$ cat config.mk
export PLATFORM = sky130hd
export DESIGN_NAME = mux2_rr_arbiter
export DESIGN_NICKNAME = d
export VERILOG_FILES = /design/src/rtl/mux2_rr_arbiter.sv
export SDC_FILE = /design/constraint.sdc
export NUM_CORES = 1
export LEC_CHECK = 0
export CAP_MARGIN = 0
export CELL_PAD_IN_SITES_DETAIL_PLACEMENT = 0
export CELL_PAD_IN_SITES_GLOBAL_PLACEMENT = 1
export CORE_MARGIN = 3
export CORE_UTILIZATION = 24
export DETAILED_ROUTE_END_ITERATION = 16
export PLACE_DENSITY = 0.79
export SYNTH_ARGS = -nofsm -noshare
export SYNTH_HDL_FRONTEND = slang
export SYNTH_SLANG_ARGS = --single-unit
$ cat constraint.sdc
create_clock -name clk -period 1.3 [get_ports clk]
set_input_delay 0.26 -clock clk [delete_from_list [all_inputs] [get_ports clk]]
set_output_delay 0.26 -clock clk [all_outputs]
set_load 0.05 [all_outputs]
$ cat src/rtl/mux2_rr_arbiter.sv
// rtl/mux2_rr_arbiter.sv - two-input round-robin arbiter with a one-entry registered output stage
module mux2_rr_arbiter #(
    parameter int WIDTH = 8
) (
    input  logic             clk,
    input  logic             rst,
    input  logic             in0_valid,
    input  logic [WIDTH-1:0] in0_data,
    output logic             in0_ready,
    input  logic             in1_valid,
    input  logic [WIDTH-1:0] in1_data,
    output logic             in1_ready,
    output logic             out_valid,
    output logic [WIDTH-1:0] out_data,
    input  logic             out_ready,
    output logic             sel,
    output logic             last_grant
);

    logic             r_out_valid;
    logic [WIDTH-1:0] r_out_data;
    logic             r_sel;
    logic             r_last_grant;

    logic             w_can_accept;
    logic             w_any_valid;
    logic             w_grant;
    logic             w_accept;
    logic [WIDTH-1:0] w_grant_data;

    // Ties go to the source that did not win last; a lone valid source always wins.
    assign w_can_accept = !r_out_valid || out_ready;
    assign w_any_valid  = in0_valid || in1_valid;
    assign w_grant      = (in0_valid && in1_valid) ? !r_last_grant : in1_valid;
    assign w_grant_data = w_grant ? in1_data : in0_data;

    assign in0_ready = w_can_accept && !rst && w_any_valid && !w_grant;
    assign in1_ready = w_can_accept && !rst && w_any_valid &&  w_grant;
    assign w_accept  = (in0_valid && in0_ready) || (in1_valid && in1_ready);

    always_ff @(posedge clk) begin
        if (rst) begin
            r_out_valid  <= 1'b0;
            r_out_data   <= '0;
            r_sel        <= 1'b0;
            r_last_grant <= 1'b1;
        end else if (w_accept) begin
            r_out_valid  <= 1'b1;
            r_out_data   <= w_grant_data;
            r_sel        <= w_grant;
            r_last_grant <= w_grant;
        end else if (r_out_valid && out_ready) begin
            r_out_valid  <= 1'b0;
        end
    end

    assign out_valid  = r_out_valid;
    assign out_data   = r_out_data;
    assign sel        = r_sel;
    assign last_grant = r_last_grant;

endmodule

==> results of run 1 <==
## power by group
part | internal, W | switching [W]
logic | 0.000242 | 0.000196
clock network | 0.000119 | 0.000115
registers | 0.000366 | 0.0000313
## tightest hold or removal path, delay by kind of cell
| family | cells | cell delay, ns |
|---|---|---|
| buf+inv | 2 | 0.39 |
| compound gates | 1 | 0.03 |
## how the worst max path moves through the flow
stage                          start          end  slack [ns]  cells past startpoint
after global routing       out_valid    in1_ready       -0.13                      3
final                     last_grant    in0_ready       -0.08                      3
after detailed placement   in1_valid  out_data[5]       -0.38                      4
after floorplan            out_valid  out_data[0]      -0.009                      4
after CTS                 last_grant    in0_ready       -0.08                      3
after global placement     in1_valid  out_data[2]       -0.35                      4
## state kept, by name, summed over array words and instances (netlist names)
register	count
out_data	8
sel	1
last_grant	1
out_valid	1
## cell families after synthesis
family | synth area share (%)
buffers and inverters | 6.02
AO/OA/AOI/OAI | 29.9
AND/OR/NAND/NOR | 21.7
flip-flops | 42.4
## per-stage QoR
step	setup slack [ns]	TNS [ns]	cells
final	-0.0829	-0.161	126
after global routing	-0.128	-0.409	126
after CTS	-0.0775	-0.173	127
after detailed placement	-0.376	-3.82	118
after global placement	-0.350	-3.61	118
after floorplan	-0.00867	-0.0693	54
## final cells by class
class	count	area [µm²]	share of cell area, %
Clock buffer	4	26.3	2.32
Inverter	1	3.75	0.332
Multi-Input combinational cell	37	279	24.7
Sequential cell	11	228	20.1
Tap cell	27	33.8	2.99
Timing Repair Buffer	46	561	49.6
## layer usage
layer,part of all wire [%],GRT usage [%],routed length [µm],up-vias
met2,47,23.8,829,27
met4,1.5,5.11,27,0
met5,0,0,0,-
met1,43,17.0,752,280
met3,8.4,3.13,147,4
li1,-,-,-,290
## placed cells by master (no fill, tap or decap), drive strengths merged
cell           instances
a21bo                  1
a21oi                 11
a221o                  8
a311o                  1
and4b                  2
buf                   26
clkbuf                 4
clkdlybuf4s50         16
dfxtp                 11
dlygate4sd2            4
inv                    1
nand2                  1
nand2b                10
nand3                  1
nor2                   1
or2                    1
## timing repair
item / CTS / global route
resized for setup: 7 / 1
setup endpoints to repair: 10 / 10
buffers inserted: 5 / 0
pin swaps: 1 / 2
==> impl_metrics.tcl, run 1 <==
set metrics [dict create \
    worstSetupPathType "reg2out" \
    clkTransAtPathRegs_ns 0.07 \
    synth_top_area_share_pct 42.4 \
    p_leak_nw 0.470 \
    synthFlopType "dfxtp_1" \
    fin_ws_ns -0.0829 \
    syn-cell-area_um2 519 \
    min_path_cells 3 \
    violations "negative setup slack" \
    hold_class "in2reg" \
    worst_pin_slew_ns 0.301 \
    cts_inserted_buffers 3 \
    avgSynthCellArea_um2 9.62 \
    wl_per_cell_um 13.9 \
    root_buffer "clkbuf_4" \
    clock_latency_ns 0.27 \
    diodes 0 \
    powerDensity_mw_per_mm2 945 \
    reg2reg_depth 4 \
    crit_fanout 3 \
    yosys-top-cells-area "dfxtp_1 42%, a221o_1 15%, nand2b_1 11%" \
    grt_pass1_vias 642 \
    vias_per_cell 4.77 \
    synth_fp_nets 75 \
    area_growth_pct 118 \
    async_flop_share_pct 0 \
    rsz0062_at_grt "yes" \
    antenna_found_initial 0 \
    ys_seq_elements 11 \
    power_w 0.00107 \
    final_util_pct 56.5 \
    core_mm2 0.00200 \
    io_buffers 33 \
    die_w_um 52.5 \
    netlist_instances 54 \
    cts_sinks 11 \
    ys_warn_count 0 \
    drc 0 \
    drtIter0Drc 12 \
    postPlaceCellArea_mm2 0.00108 \
    crit_path_top_delay_cell "dfxtp_4" \
    hpwl_um 1310 \
    maxSlewHeadroom_pct 79.9 \
    drive_gt1_share_pct 37.4 \
    maxCapViolCount 0 \
    holdBufCountCts 0 \
    cts_tree "done" \
    vias 601 \
    cp.arrival_ns 1.12 \
    fin_area_mm2 0.00113 \
    clockBufferDepth 2 \
    slew_violations 0 \
    finalHoldViolations 0 \
    grt-ovfl-total 0 \
    cp_top_family "flip-flops" \
    cp_slowest_stage_delay_ns 0.36 \
    holdCritStartpoint "rst" \
    die_area_mm2 0.00276 \
    grt_pass1_wl_um 2860 \
    max_clock_freq_mhz 723 \
    gp_congestion 0.707 \
    cp.required_ns 1.04 \
    r2r_slack_ns 0 \
    fin_crit_sh_pct 106 \
    holdPathEnd "sel" \
    critPathCaptureType "output pin" \
    die_h_um 52.5 \
    io_pins 34 \
    setup_viol 2 \
    placementRows 16 \
    htree_levels 1 \
    outcome "finished with violations" \
    peakVddDrop_mv 0.339 \
    antenna_left 0 \
    r2r-end "out_data[5]" \
    finalWorstPathRequiredPeriod_ns 1.38 \
    critPathBufInv 1 \
    cp_cell_sequence "nand2b_4, and4b_4, buf_12" \
    synth_cell_types 17 \
    grt_max_degree 10 \
    final_net_count 121 \
    cp-start-kind "register" \
    yosysTopAreaCell "dfxtp_1" \
    grt_util_all_layers_pct 14.0 \
    ys_seq_area_share_pct 42.4 \
    worstReg2RegStart "last_grant" \
    dr.pass1.iters 3 \
    wl_um 1760 \
    synth_edf_count 0 \
    num-fill-cells 182 \
    initial_core_util_pct 25.9 \
    synth.cells.most_frequent "11 x a21oi_1, 11 x dfxtp_1, 9 x nand2b_1, 8 x a221o_1, 3 x clkbuf_1" \
    fin_skew_ns 0.00385 \
    hold-worst-slack_ns 0.460 \
]
Power figures use the tool's default switching activity.
==> inputs of run 2 (changes only) <==
Settings changed: PLACE_DENSITY 0.79 to 0.86.
==> impl_metrics.tcl, run 2 (synthesized netlist as in run 1, its figures left out) <==
set metrics [dict create \
    grt_pass1_vias 583 \
    preCtsSetupSlack_ns -0.368 \
    cp_top_family "simple AND/OR/NAND/NOR gates" \
    antenna_found_initial 0 \
    finalHoldViolations 0 \
    maxCapViolCount 0 \
    cts_tree "done" \
    fin_area_mm2 0.00116 \
    area_growth_pct 123 \
    htree_levels 1 \
    setup.worst_path.end "in1_ready" \
    hold-worst-slack_ns 0.483 \
    postPlaceCellArea_mm2 0.00107 \
    largest_register_ffs 8 \
    die_h_um 52.5 \
    peakVddDrop_mv 0.422 \
    multi_input_area_um2 279 \
    drive_gt1_share_pct 38.6 \
    seqCellArea_um2 228 \
    grt-ovfl-total 0 \
    io_pins 34 \
    wl_um 1620 \
    num-fill-cells 167 \
    rsz0062_at_grt "yes" \
    vias_per_cell 4.63 \
    critPathBufInv 1 \
    final_util_pct 57.8 \
    gp_congestion 0.744 \
    cp.depth 3 \
    reg2reg_depth 5 \
    final_net_count 123 \
    max_clock_freq_mhz 725 \
    cp-startpoint "out_valid" \
    drc 0 \
    powerDensity_mw_per_mm2 927 \
    tns_ns -0.243 \
    io_buffers 33 \
    dr.pass1.iters 4 \
    drtIter0Drc 5 \
    cts_inserted_buffers 3 \
    grt_util_all_layers_pct 12.3 \
    core_mm2 0.00200 \
    vias 593 \
    worst_pin_slew_ns 0.275 \
    cp.arrival_ns 1.12 \
    clock_latency_ns 0.26 \
    violations "negative setup slack" \
    grt_pass1_wl_um 2480 \
    fin_ws_ns -0.0798 \
    outcome "finished with violations" \
    p_leak_nw 0.484 \
    initial_core_util_pct 25.9 \
    critPathCaptureType "output pin" \
    setup_viol 9 \
    crit_path_top_delay_cell "dfxtp_4" \
    final_cell_mix "16 x clkdlybuf4s50_1, 13 x buf_12, 11 x a21oi_1" \
    cp_cell_sequence "nand2b_4, and4b_2, buf_12" \
    hpwl_um 1230 \
    antenna_left 0 \
    wl_per_cell_um 12.7 \
    slew_violations 0 \
    cp.required_ns 1.04 \
    cp_slowest_stage_delay_ns 0.35 \
    fin_skew_ns 0.00485 \
    clkTransAtPathRegs_ns 0.07 \
    grt_max_degree 9 \
    r2r-end "out_data[7]" \
    die_w_um 52.5 \
    holdBufCountCts 0 \
    cts_sinks 11 \
    worstSetupPathType "reg2out" \
    cp-start-kind "register" \
    diodes 0 \
    maxSlewHeadroom_pct 81.6 \
    mostFrequentLayoutCell "clkdlybuf4s50_1" \
    crit_fanout 3 \
    fin_crit_sh_pct 106 \
    r2r_slack_ns -0.03 \
    clockBufferDepth 2 \
    die_area_mm2 0.00276 \
    finalWorstPathRequiredPeriod_ns 1.38 \
    root_buffer "clkbuf_4" \
    worstReg2RegStart "out_valid" \
    hold_class "in2reg" \
    placementRows 16 \
]
## run 2: repair_timing
item | CTS | global route
pin swaps | 1 | 5
gates resized for setup | 7 | 4
gates cloned | 0 | 0
setup endpoints to repair | 10 | 10
buffers inserted | 5 | 1
## run 2: worst min-delay path by stage
stage,from,end,depth (start not counted)
CTS,rst,out_valid,3
finish,rst,out_valid,3
detailed placement,out_valid,out_valid,2
global placement,out_valid,out_valid,2
floorplan,in1_data[3],out_data[3],1
global route,rst,out_valid,3
## run 2: power breakdown
part | internal [W] | total (W) | switching (W) | leakage [nW]
clock network | 0.000119 | 0.000231 | 0.000112 | 0.0150
registers | 0.000366 | 0.000397 | 0.0000310 | 0.0917
logic | 0.000249 | 0.000445 | 0.000196 | 0.377
## run 2: routing by layer
layer	track usage [%]	share of wire [%]	wire, µm	up-vias
met3	3.13	9.7	157	2
met2	20.7	48	774	27
met4	5.11	0.25	4	0
met1	14.6	42	685	266
met5	0	0	0	-
li1	-	-	-	298
## run 2: area by class of cell
cell class              count  share of cell area (%)
well taps                  27                    2.92
repair buffers             48                    50.7
inverters                   1                   0.324
multi-input cells          37                    24.1
flip-flops and latches     11                    19.7
clock buffers               4                    2.27
## run 2: stage by stage
step / power [W] / cells
6_report: 0.00107 / 128
4_1_cts: 0.00108 / 127
2_1_floorplan: 0.000588 / 54
5_1_grt: 0.00112 / 128
3_3_place_gp: 0.000827 / 118
3_5_place_dp: 0.000830 / 118
## run 2: worst reg2reg max path: cells and delay by family, from the launching register on
family | cells | cell delay [ns]
simple gates | 2 | 0.32
buf+inv | 2 | 0.24
flops | 1 | 0.36
compound gates | 1 | 0.30
==> inputs of run 3 (changes only) <==
Settings changed: CORE_UTILIZATION 24 to 21, CTS_BUF_LIST set to sky130_fd_sc_hd__clkbuf_16, PLACE_DENSITY 0.86 to 0.8, SETUP_SLACK_MARGIN set to 0.15.
Clock period 1.3 ns to 1.15 ns, I/O delays scaled along.
==> impl_metrics.tcl, run 3 (synthesized netlist as in run 1, its figures left out) <==
set metrics [dict create \
    cts_tree "done" \
    worstSetupPathType "reg2out" \
    fin_crit_sh_pct 122 \
    drc 0 \
    grt_util_all_layers_pct 11.9 \
    hold_class "in2reg" \
    p_leak_nw 0.524 \
    final_cell_mix "16 x clkdlybuf4s50_1, 14 x buf_12, 10 x a21oi_1" \
    grt_pass1_wl_um 2850 \
    clockBufferDepth 2 \
    crit_path_top_delay_cell "dfxtp_4" \
    critPathBufInv 2 \
    powerDensity_mw_per_mm2 1290 \
    cp_top_family "simple AND/OR/NAND/NOR gates" \
    maxSlewHeadroom_pct 80.8 \
    slew_violations 0 \
    area_growth_pct 141 \
    antenna_found_initial 0 \
    outcome "finished with violations" \
    peakVddDrop_mv 1.26 \
    mostFrequentLayoutCell "clkdlybuf4s50_1" \
    vias_per_cell 4.59 \
    clkTransAtPathRegs_ns 0.04 \
    fin_ws_ns -0.248 \
    power_w 0.00162 \
    place_inst 121 \
    tns_ns -2.28 \
    wl_um 1760 \
    root_buffer "clkbuf_16" \
    io_buffers 33 \
    antenna_left 0 \
    preCtsSetupSlack_ns -0.489 \
    cts_inserted_buffers 3 \
    cp_cell_sequence "buf_6, nand2b_4, and4b_4, buf_12" \
    final_net_count 124 \
    violations "negative setup slack" \
    finalWorstPathRequiredPeriod_ns 1.40 \
    die_area_mm2 0.00311 \
    dr.pass1.iters 4 \
    diodes 0 \
    placementRows 17 \
    cp.arrival_ns 1.17 \
    grt_pass1_vias 625 \
    htree_levels 1 \
    clock_latency_ns 0.24 \
    fin_cells 130 \
    setup_viol 11 \
    vias 597 \
    critPathCaptureType "output pin" \
    max_clock_freq_mhz 715 \
    grt-ovfl-total 0 \
    worst_pin_slew_ns 0.288 \
    io_pins 34 \
    core_mm2 0.00228 \
    grt_max_degree 12 \
    wl_per_cell_um 13.6 \
    holdBufCountCts 0 \
    largest_register_ffs 8 \
    fin_area_mm2 0.00125 \
    hpwl_um 1250 \
    die_h_um 55.7 \
    die_w_um 55.7 \
    cp.required_ns 0.92 \
    rsz0062_at_grt "yes" \
    cts_sinks 11 \
    maxCapViolCount 0 \
    gp_congestion 0.633 \
    initial_core_util_pct 22.8 \
    drive_gt1_share_pct 48.0 \
    drtIter0Drc 11 \
    cp_slowest_stage_delay_ns 0.34 \
    postPlaceCellArea_mm2 0.00110 \
    cp-start-kind "register" \
    crit_fanout 2 \
    fin_skew_ns 0.00414 \
    finalHoldViolations 0 \
]
==> run 3: cell types whose count changed in the layout (fill, tap and decap cells not counted) <==
cell	change
nand2_1	+1
dfxtp_2	+8
dfxtp_1	-8
buf_6	+2
clkbuf_16	+3
inv_4	+1
clkbuf_4	-3
nand2_2	-1
buf_12	+1
clkbuf_1	-1
a21oi_2	+1
buf_4	-2
a21oi_1	-1
==> run 3: routing by layer <==
| layer | track usage, % | routed length (µm) | up-vias |
|---|---|---|---|
| li1 | - | - | 297 |
| met5 | 0 | 0 | - |
| met2 | 20.1 | 888 | 24 |
| met4 | 6.25 | 27 | 0 |
| met3 | 3.48 | 123 | 2 |
| met1 | 13.5 | 724 | 274 |
==> run 3: report_power, final <==
group	internal (W)	switching, W
combinational	0.000296	0.000231
clock	0.000457	0.000176
sequential	0.000422	0.0000340
==> run 3: tightest hold or removal path: cells and delay by family <==
kind / cells / cell delay, ns
AND/OR/NAND/NOR: 1 / 0.04
buffers and inverters: 2 / 0.35
AO/OA/AOI/OAI: 1 / 0.12
==> run 3: stage by stage <==
stage / util [%] / hold slack (ns)
2_1_floorplan: - / 0.368
3_3_place_gp: 48.2 / 0.609
3_5_place_dp: 48.2 / 0.615
4_1_cts: 53.8 / 0.524
5_1_grt: 55.0 / 0.550
6_report: 55.0 / 0.540
==> run 3: final cells by class <==
cell class              instances  area, µm²
well taps                      28       35.0
flip-flops and latches         11        238
fillers                       196       1020
multi-input cells              37        280
clock buffers                   3       75.1
inverters                       1       6.26
repair buffers                 49        614
clock inverters                 1       3.75
==> run 3: path summary, 6_finish.rpt <==
path	from	to	slack, ns	cells past startpoint
max	last_grant	in0_ready	-0.25	4
min reg2reg	sel	sel	0.62	2
min	in0_valid	out_valid	0.54	4
max reg2reg	out_valid	out_data[6]	-0.23	5
==> run 3: what timing repair did <==
item / CTS / global route
gates resized for setup: 13 / 10
setup buffers: 4 / 1
pin swaps: 2 / 2
endpoints found under the setup margin: 16 / 20
